==> config.mk <==
export PLATFORM = sky130hd
export DESIGN_NAME = bits_to_bytes_packer
export DESIGN_NICKNAME = d
export VERILOG_FILES = /design/src/rtl/bits_to_bytes_packer.sv
export SDC_FILE = /design/constraint.sdc
export NUM_CORES = 1
export LEC_CHECK = 0
export CAP_MARGIN = 20
export CORE_MARGIN = 2
export CORE_UTILIZATION = 45
export CTS_CLUSTER_SIZE = 25
export DETAILED_ROUTE_END_ITERATION = 12
export GPL_ROUTABILITY_DRIVEN = 1
export GPL_TIMING_DRIVEN = 0
export PLACE_DENSITY = 0.67
export SYNTH_ARGS = -nofsm -noshare
export SYNTH_HDL_FRONTEND = slang
export SYNTH_SLANG_ARGS = --single-unit
==> constraint.sdc <==
create_clock -name clk -period 3.27 [get_ports clk]
set_input_delay 0.654 -clock clk [delete_from_list [all_inputs] [get_ports clk]]
set_output_delay 0.654 -clock clk [all_outputs]
set_load 0.05 [all_outputs]
==> src/rtl/bits_to_bytes_packer.sv <==
// rtl/bits_to_bytes_packer.sv - serial bit stream to byte packer with per-message byte count
`timescale 1ns/1ps
module bits_to_bytes_packer #(
  parameter int LEN = 32
) (
  input  logic       clk,
  input  logic       rst,
  input  logic       start,
  input  logic [7:0] len,
  input  logic       bit_in,
  input  logic       bit_valid,
  output logic       bit_ready,
  output logic [7:0] byte_out,
  output logic       byte_valid,
  input  logic       byte_ready,
  output logic       busy,
  output logic       done
);

  localparam logic [7:0] LEN_MAX = 8'(LEN);

  typedef enum logic [1:0] {IDLE, COLLECT, EMIT, FINISH} state_e;

  state_e     state_q, state_d;
  logic [7:0] target_q, target_d;
  logic [2:0] bit_cnt_q, bit_cnt_d;
  logic [7:0] byte_cnt_q, byte_cnt_d;
  logic [7:0] byte_q, byte_d;
  logic [7:0] eff_len;

  // Requested length is clamped so a message never exceeds LEN bytes.
  assign eff_len = (len > LEN_MAX) ? LEN_MAX : len;

  always_ff @(posedge clk or posedge rst) begin
    if (rst) begin
      state_q    <= IDLE;
      target_q   <= 8'd0;
      bit_cnt_q  <= 3'd0;
      byte_cnt_q <= 8'd0;
      byte_q     <= 8'd0;
    end else begin
      state_q    <= state_d;
      target_q   <= target_d;
      bit_cnt_q  <= bit_cnt_d;
      byte_cnt_q <= byte_cnt_d;
      byte_q     <= byte_d;
    end
  end

  always_comb begin
    state_d    = state_q;
    target_d   = target_q;
    bit_cnt_d  = bit_cnt_q;
    byte_cnt_d = byte_cnt_q;
    byte_d     = byte_q;
    case (state_q)
      IDLE: begin
        if (start) begin
          target_d   = eff_len;
          bit_cnt_d  = 3'd0;
          byte_cnt_d = 8'd0;
          byte_d     = 8'd0;
          state_d    = (eff_len == 8'd0) ? FINISH : COLLECT;
        end
      end
      COLLECT: begin
        if (bit_valid) begin
          byte_d[bit_cnt_q] = bit_in;
          bit_cnt_d         = bit_cnt_q + 3'd1;
          if (bit_cnt_q == 3'd7) begin
            state_d = EMIT;
          end
        end
      end
      EMIT: begin
        if (byte_ready) begin
          byte_cnt_d = byte_cnt_q + 8'd1;
          // Clearing here keeps bits of the previous byte out of the next one.
          byte_d     = 8'd0;
          state_d    = (byte_cnt_d == target_q) ? FINISH : COLLECT;
        end
      end
      FINISH: begin
        state_d = IDLE;
      end
      default: begin
        state_d = IDLE;
      end
    endcase
  end

  assign bit_ready  = (state_q == COLLECT);
  assign byte_valid = (state_q == EMIT);
  assign busy       = (state_q == COLLECT) || (state_q == EMIT);
  assign done       = (state_q == FINISH);
  assign byte_out   = byte_q;

endmodule

==> results.py, run 1 <==
metrics = {
    "run_status": {
        "outcome": "finished, final reports clean",
    },
    "clock_network": {
        "cts.clk_slew.worst_paths_ps": 70,
        "holdBufCountCts": 0,
        "post_cts_resized": 0,
        "insertion_delay_ps": 290,
        "post_cts_buffers": 0,
        "cts_inserted_buffers": 5,
        "cts_tree": "done",
        "clock-sinks": 29,
        "cts_htree_levels": 2,
        "cts-root-buf": "clkbuf_8",
        "cts_buffer_depth": 2,
    },
    "detailed_routing": {
        "wl_per_cell_um": 15.1,
        "viasPerCell": 5.60,
        "initialDrtViolationCount": 64,
        "firstDrtPassIters": 4,
        "via_count": 1429,
        "totalWireLength_um": 3840,
        "remaining_drc_errors": 0,
        "antenna_left": 0,
    },
    "run": {
        "cap_violations": 0,
    },
    "hold_path": {
        "hold_start": "target_q[7]",
        "hold_path_class": "register to register",
    },
    "global_route": {
        "grt_max_degree": 30,
        "antenna_found_initial": 0,
        "grt_remaining_overflow": 0,
        "grt_pass1_wl_um": 6760,
        "grt_pass1_vias": 1421,
        "grt_use_total": 0.207,
    },
    "power_and_ir_drop": {
        "p_leak_nw": 0.926,
        "peakVddDrop_mv": 0.342,
        "seqPwrFrac": 0.274,
        "report.power.total_mw": 1.78,
        "clkPwrFrac": 0.224,
        "p_per_area_mw_per_mm2": 808,
        "switching_share": 0.434,
        "comb_power_share": 0.502,
        "switchingPower_uw": 770,
        "power.internal_mw": 1.01,
    },
    "timing": {
        "min_period_ps": 2660,
        "hold_ws_ps": 507,
        "finalCritPeriodShare": 0.814,
        "grt_setup_unrepaired": "no",
        "max_freq_ghz": 0.376,
        "finClkSkew_ps": 4.70,
        "tns_ps": 0,
        "hold_viol": 0,
        "drv_slew": 0,
        "max_slew_margin": 0.505,
        "worst_pin_slew_ps": 740,
        "setup_slack_ps": 609,
        "setup_viol": 0,
    },
    "cells_and_area": {
        "nNetsFinal": 228,
        "drive_gt1_frac": 0.121,
        "fin_cells": 255,
        "postLayoutCoreUtil": 0.596,
        "syn2layout_area_growth_pct": 26.3,
        "n_antenna_cell": 0,
        "mostFrequentLayoutCell": "dfrtp_1",
        "final_area_mm2": 0.00220,
        "layout_common_cells": "29 x dfrtp_1, 25 x clkdlybuf4s50_1, 16 x a22o_1, 15 x nand2_1, 14 x nand3_1",
    },
    "place": {
        "dpl_cell_area_mm2": 0.00205,
        "dp_hpwl_um": 2820,
        "pre_cts_slack_ps": 865,
        "portBuffers": 25,
        "placed_cells": 246,
        "place.gp.congestion": 0.757,
    },
    "logic_synthesis": {
        "ys_seq_area_frac": 0.417,
        "synth_area_leaders": "dfrtp_1 42%, a22o_1 8.1%, ha_1 5.8%",
        "synth.largest_area_cell": "dfrtp_1",
        "yosysWarnings": 0,
        "synth_top_area_share": 0.417,
        "syn_inst": 173,
        "syn-num-nets": 195,
        "synth_seq_cells": 29,
        "syn_area_per_cell_um2": 10.1,
        "yosysUniqueCellTypes": 39,
        "synth_area_mm2": 0.00174,
    },
    "critical_path": {
        "crit_required_ps": 2620,
        "r2r-start": "state_q[0]",
        "arrival_ps": 2010,
        "startpoint_type": "register",
        "crit_fanout": 7,
        "criticalPathCategory": "register to output pin",
        "crit_start": "state_q[1]",
        "end_kind": "output pin",
    },
    "die": {
        "die_h_um": 66.2,
        "io_pins": 26,
        "die_area_mm2": 0.00438,
        "die_x_um": 66.2,
        "start_util": 0.472,
        "rows": 22,
        "core_area_mm2": 0.00369,
    },
}
sequential cells by signal, summed over array words and instances (netlist names):
register	flops
target_q	8
byte_out	8
state_q	2
byte_cnt_q	8
bit_cnt_q	3
path summary, 6_finish.rpt:
| path | to | slack, ps | cells after the start |
|---|---|---|---|
| max in group asynchronous | byte_out[3] | 2200 | 3 |
| min | target_q[7] | 510 | 1 |
| max reg2reg | state_q[1] | 1310 | 7 |
| min in group asynchronous | target_q[6] | 630 | 2 |
| min reg2reg | target_q[7] | 510 | 1 |
| max | bit_ready | 610 | 3 |
cell type report:
class	instances	area [µm²]
fillers	328	1490
multi-input cells	129	950
flip-flops and latches	29	726
repair buffers	26	278
clock buffers	6	82.6
well taps	48	60.1
clock inverters	2	37.5
inverters	9	33.8
plain buffers	6	31.3
power groups by stage:
| stage | clock, mW | combinational, mW | sequential, mW |
|---|---|---|---|
| after detailed placement | 0 | 0.879 | 0.493 |
| after global placement | 0 | 0.862 | 0.488 |
| after CTS | 0.401 | 0.886 | 0.487 |
| after floorplan | 0 | 0.596 | 0.543 |
| final | 0.398 | 0.891 | 0.487 |
| after global routing | 0.421 | 0.981 | 0.498 |
synthesized netlist by cell type:
library cell	instances
or3_4	1
mux2_2	7
nand4b_1	1
nand2b_1	1
a21o_1	3
a31oi_1	1
o211ai_1	1
or3_1	1
buf_2	1
a211o_2	1
xnor2_1	9
o31ai_1	5
and3_1	1
inv_1	9
a2111oi_4	1
nand3_1	14
xor2_1	2
nand2b_2	1
mux2i_1	1
o41ai_1	1
a21oi_1	3
and2_1	3
nor4_1	2
a22o_1	16
nor2_1	3
clkbuf_1	4
buf_6	1
o21ai_0	12
nand2b_4	1
nand4_1	1
nor4b_2	1
nor3_1	6
nor3b_1	1
and4_1	1
nor3_4	1
dfrtp_1	29
o21ai_1	3
ha_1	8
nand2_1	15
critical path, cell delays in order, from the launching register on:
cell and delay (ps):
dfrtp_1 420, inv_1 130, ha_1 320, clkdlybuf4s50_1 860
metal layers:
metal,vias to the layer above,GRT usage,routed length (µm)
met2,31,0.324,1730
met3,4,0.0630,208
met4,0,0.0612,44
li1,701,-,-
met5,-,0,0
met1,693,0.275,1860
cell families after synthesis:
family                   share of synthesized area
AO/OA/AOI/OAI                                0.201
XOR/XNOR                                    0.0554
AND/OR/NAND/NOR                              0.180
multiplexers                                0.0510
adder cells (fa/ha/maj)                     0.0575
flip-flops                                   0.417
buffers and inverters                       0.0374
Note: power is estimated with default switching activity, not from simulation.
==> run 2, diff against run 1 <==
clock period = 2.5 ns   (was 3.27 ns; I/O delays follow)
==> run 2 against run 1 <==
  * Global-route usage is the same
  * Wire length barely moved
  * Combinational power rose by 30%
  * Final area up 0.23%
  * Via count about the same
  * Clock-buffer cell count did not move
  * Flip-flop and latch count is the same
  * Largest cell class unchanged
==> results.py, run 2 (same netlist as run 1, synthesis figures left out) <==
metrics = {
    "clock_network": {
        "cts.clk_slew.worst_paths_ps": 70,
        "cts_inserted_buffers": 5,
        "cts_htree_levels": 2,
        "insertion_delay_ps": 290,
        "post_cts_resized": 0,
        "cts_buffer_depth": 2,
        "post_cts_buffers": 0,
        "holdBufCountCts": 0,
        "cts-root-buf": "clkbuf_8",
        "clock-sinks": 29,
        "cts_tree": "done",
    },
    "timing": {
        "hold_viol": 0,
        "tns_ps": 0,
        "grt_setup_unrepaired": "no",
        "max_slew_margin": 0.501,
        "worst_pin_slew_ps": 745,
        "drv_slew": 0,
        "setup_viol": 0,
        "finClkSkew_ps": 4.64,
        "finalCritPeriodShare": 0.955,
        "max_freq_ghz": 0.419,
        "min_period_ps": 2390,
    },
    "cells_and_area": {
        "layout_common_cells": "29 x dfrtp_1, 23 x clkdlybuf4s50_1, 16 x a22o_1, 15 x nand2_1, 14 x nand3_1",
        "mostFrequentLayoutCell": "dfrtp_1",
        "n_antenna_cell": 0,
        "drive_gt1_frac": 0.121,
        "nNetsFinal": 228,
        "syn2layout_area_growth_pct": 26.6,
        "final_area_mm2": 0.00220,
    },
    "detailed_routing": {
        "antenna_left": 0,
        "via_count": 1430,
        "remaining_drc_errors": 0,
        "initialDrtViolationCount": 64,
        "viasPerCell": 5.61,
        "totalWireLength_um": 3840,
        "wl_per_cell_um": 15.1,
        "firstDrtPassIters": 4,
    },
    "die": {
        "rows": 22,
        "io_pins": 26,
        "die_area_mm2": 0.00438,
        "start_util": 0.472,
        "die_x_um": 66.2,
        "core_area_mm2": 0.00369,
        "die_h_um": 66.2,
    },
    "run": {
        "cap_violations": 0,
    },
    "power_and_ir_drop": {
        "peakVddDrop_mv": 0.448,
        "p_leak_nw": 0.955,
        "p_per_area_mw_per_mm2": 1050,
        "report.power.total_mw": 2.32,
    },
    "critical_path": {
        "criticalPathCategory": "register to output pin",
        "r2r-start": "state_q[0]",
        "rr_worst_depth": 7,
        "crit_required_ps": 2000,
        "crit_fanout": 4,
        "end_kind": "output pin",
        "startpoint_type": "register",
        "arrival_ps": 1890,
        "r2r_slack_ps": 550,
        "timing.rr.end": "state_q[1]",
    },
    "global_route": {
        "grt_pass1_wl_um": 6760,
        "antenna_found_initial": 0,
        "grt_pass1_vias": 1421,
        "grt_use_total": 0.207,
        "grt_remaining_overflow": 0,
        "grt_max_degree": 30,
    },
    "place": {
        "place.gp.congestion": 0.757,
        "portBuffers": 25,
        "dpl_cell_area_mm2": 0.00205,
        "dp_hpwl_um": 2820,
    },
    "run_status": {
        "outcome": "finished, final reports clean",
    },
    "hold_path": {
        "hold_path_class": "input pin to asynchronous set/reset pin",
    },
}
==> run 2: through the flow <==
| step | hold WS [ps] | worst slack [ps] | utilization | instances |
|---|---|---|---|---|
| global route | 512 | 36.0 | 0.597 | 255 |
| global placement | 497 | 286 | 0.556 | 246 |
| detailed placement | 498 | 249 | 0.556 | 246 |
| CTS | 514 | 8.17 | 0.589 | 254 |
| floorplan | 474 | 509 | - | 173 |
| finish | 480 | 112 | 0.597 | 255 |
==> run 2: power by group <==
| group | total (mW) | internal (mW) | switching (mW) |
|---|---|---|---|
| registers | 0.637 | 0.555 | 0.0820 |
| clock network | 0.520 | 0.324 | 0.197 |
| logic | 1.16 | 0.435 | 0.728 |
| total | 2.32 | 1.31 | 1.01 |
==> run 2: how the worst max path moves through the flow <==
stage	start	to	slack, ps	cells past startpoint
finish	state_q[1]	busy	110	3
global route	state_q[1]	busy	40	3
CTS	state_q[1]	bit_ready	8	3
detailed placement	len[0]	target_q[0]	250	5
global placement	len[0]	target_q[4]	290	5
floorplan	state_q[0]	state_q[1]	510	7
==> run 2: metal layers <==
metal / track usage / vias to the layer above / share of wire
li1: - / 701 / -
met1: 0.275 / 696 / 0.48
met2: 0.324 / 29 / 0.45
met3: 0.0630 / 4 / 0.053
met4: 0.0612 / 0 / 0.011
met5: 0 / - / 0
==> run 2: area by class of cell <==
| cell class | instances | area, µm² |
|---|---|---|
| plain buffers | 6 | 31.3 |
| clock inverters | 2 | 37.5 |
| inverters | 9 | 33.8 |
| clock buffers | 6 | 82.6 |
| flip-flops and latches | 29 | 726 |
| repair buffers | 26 | 283 |
| well taps | 48 | 60.1 |
| fillers | 329 | 1490 |
| multi-input cells | 129 | 950 |
==> run 2: critical path, cell delays in order, from the launching register on <==
cell and delay [ps]:
dfrtp_1 400, inv_1 100, ha_1 290, clkdlybuf4s50_1 800
==> run 3, diff against run 2 <==
CORE_MARGIN = default   (was 2)
GPL_TIMING_DRIVEN = default   (was 0)
==> run 3 against run 2 <==
  * Worst setup slack gained 14 ps
  * Sequential share of layout area grew 1.0 points
  * Largest power group unchanged
  * Critical endpoint unchanged
  * Combinational power is essentially flat
==> results.py, run 3 (same netlist as run 1, synthesis figures left out) <==
metrics = {
    "clock_network": {
        "post_cts_resized": 0,
        "insertion_delay_ps": 270,
        "holdBufCountCts": 0,
        "clock-sinks": 29,
        "cts_buffer_depth": 2,
        "post_cts_buffers": 0,
        "cts_tree": "done",
        "cts-root-buf": "clkbuf_8",
        "cts_inserted_buffers": 5,
        "cts_htree_levels": 2,
        "cts.clk_slew.worst_paths_ps": 60,
    },
    "power_and_ir_drop": {
        "report.power.total_mw": 2.19,
        "p_per_area_mw_per_mm2": 1020,
        "peakVddDrop_mv": 0.395,
        "p_leak_nw": 0.913,
    },
    "place": {
        "dpl_cell_area_mm2": 0.00205,
        "portBuffers": 25,
        "dp_hpwl_um": 2860,
        "place.gp.congestion": 0.954,
    },
    "timing": {
        "setup_viol": 0,
        "hold_ws_ps": 508,
        "worst_pin_slew_ps": 773,
        "max_slew_margin": 0.482,
        "drv_slew": 0,
        "tns_ps": 0,
        "max_freq_ghz": 0.421,
        "finalCritPeriodShare": 0.949,
        "finClkSkew_ps": 7.49,
        "grt_setup_unrepaired": "no",
        "min_period_ps": 2370,
        "hold_viol": 0,
    },
    "critical_path": {
        "r2r-start": "state_q[1]",
        "rr_worst_depth": 7,
        "crit_start": "state_q[1]",
        "startpoint_type": "register",
        "end_kind": "output pin",
        "crit_fanout": 4,
        "criticalPathCategory": "register to output pin",
        "crit_required_ps": 2000,
        "r2r_slack_ps": 400,
        "arrival_ps": 1870,
        "crit_end": "busy",
        "timing.rr.end": "byte_out[2]",
    },
    "cells_and_area": {
        "syn2layout_area_growth_pct": 22.9,
        "mostFrequentLayoutCell": "dfrtp_1",
        "drive_gt1_frac": 0.132,
        "final_area_mm2": 0.00214,
        "multi_input_area_um2": 950,
        "nFillCells": 344,
        "ff_latch_area_um2": 726,
        "layout_common_cells": "29 x dfrtp_1, 23 x clkdlybuf4s50_1, 16 x a22o_1, 15 x nand2_1, 14 x nand3_1",
        "n_antenna_cell": 0,
        "nNetsFinal": 226,
    },
    "hold_path": {
        "hold_path_class": "register to register",
    },
    "die": {
        "io_pins": 26,
        "core_area_mm2": 0.00369,
        "start_util": 0.472,
        "die_area_mm2": 0.00412,
        "rows": 22,
        "die_x_um": 64.2,
        "die_h_um": 64.2,
    },
    "detailed_routing": {
        "remaining_drc_errors": 0,
        "wl_per_cell_um": 15.3,
        "viasPerCell": 5.77,
        "initialDrtViolationCount": 140,
        "antenna_left": 0,
        "via_count": 1453,
        "totalWireLength_um": 3850,
        "firstDrtPassIters": 4,
    },
    "run": {
        "cap_violations": 0,
    },
    "global_route": {
        "grt_remaining_overflow": 0,
        "grt_pass1_vias": 1358,
        "antenna_found_initial": 0,
        "grt_use_total": 0.207,
        "grt_pass1_wl_um": 6570,
        "grt_max_degree": 30,
    },
    "run_status": {
        "outcome": "finished, final reports clean",
    },
}
run 3: cell count changes in the layout (fill, tap and decap cells not counted), sizes merged:
cell          previous run  this run
clkbuf                  10         7
clkinvlp                 1         0
dlymetal6s2s             2         0
buf                      3         7
bufinv                   1         0
run 3: stage by stage:
stage / std cells / utilization / worst slack, ps
detailed placement: 245 / 0.556 / 146
CTS: 252 / 0.580 / 126
finish: 252 / 0.580 / 126
global route: 252 / 0.580 / 79.0
global placement: 245 / 0.556 / 166
floorplan: 173 / - / 509
run 3: power breakdown:
part | internal [mW] | leakage (nW) | total [mW] | switching [mW]
sequential | 0.555 | 0.394 | 0.656 | 0.101
combinational | 0.438 | 0.474 | 1.15 | 0.710
clock | 0.218 | 0.0443 | 0.383 | 0.165
total | 1.21 | 0.913 | 2.19 | 0.976
run 3: how the worst min path moves through the flow:
| stage | from | endpoint | slack [ps] | depth (start not counted) |
|---|---|---|---|---|
| 6_report | byte_cnt_q[7] | byte_cnt_q[7] | 510 | 1 |
| 5_1_grt | target_q[7] | target_q[7] | 520 | 1 |
| 4_1_cts | target_q[7] | target_q[7] | 510 | 1 |
| 3_5_place_dp | target_q[7] | target_q[7] | 500 | 1 |
| 3_3_place_gp | target_q[7] | target_q[7] | 500 | 1 |
| 2_1_floorplan | byte_cnt_q[7] | byte_cnt_q[7] | 470 | 1 |
run 3: layout make-up:
type	instances	share of cell area
Multi-Input combinational cell	129	0.444
Timing Repair Buffer	30	0.132
Sequential cell	29	0.339
Tap cell	48	0.0281
Inverter	9	0.0158
Clock buffer	7	0.0404
run 3: critical path: stages, from the launching register on:
cell             delay [ps]
dfrtp_1                 410
inv_1                   100
ha_1                    300
clkdlybuf4s50_1         790
run 3: metal layers:
layer,vias up,global-route usage,share of wire
li1,698,-,-
met1,713,0.303,0.51
met2,38,0.295,0.44
met3,4,0.0536,0.042
met4,0,0.0667,0.0065
met5,-,0,0
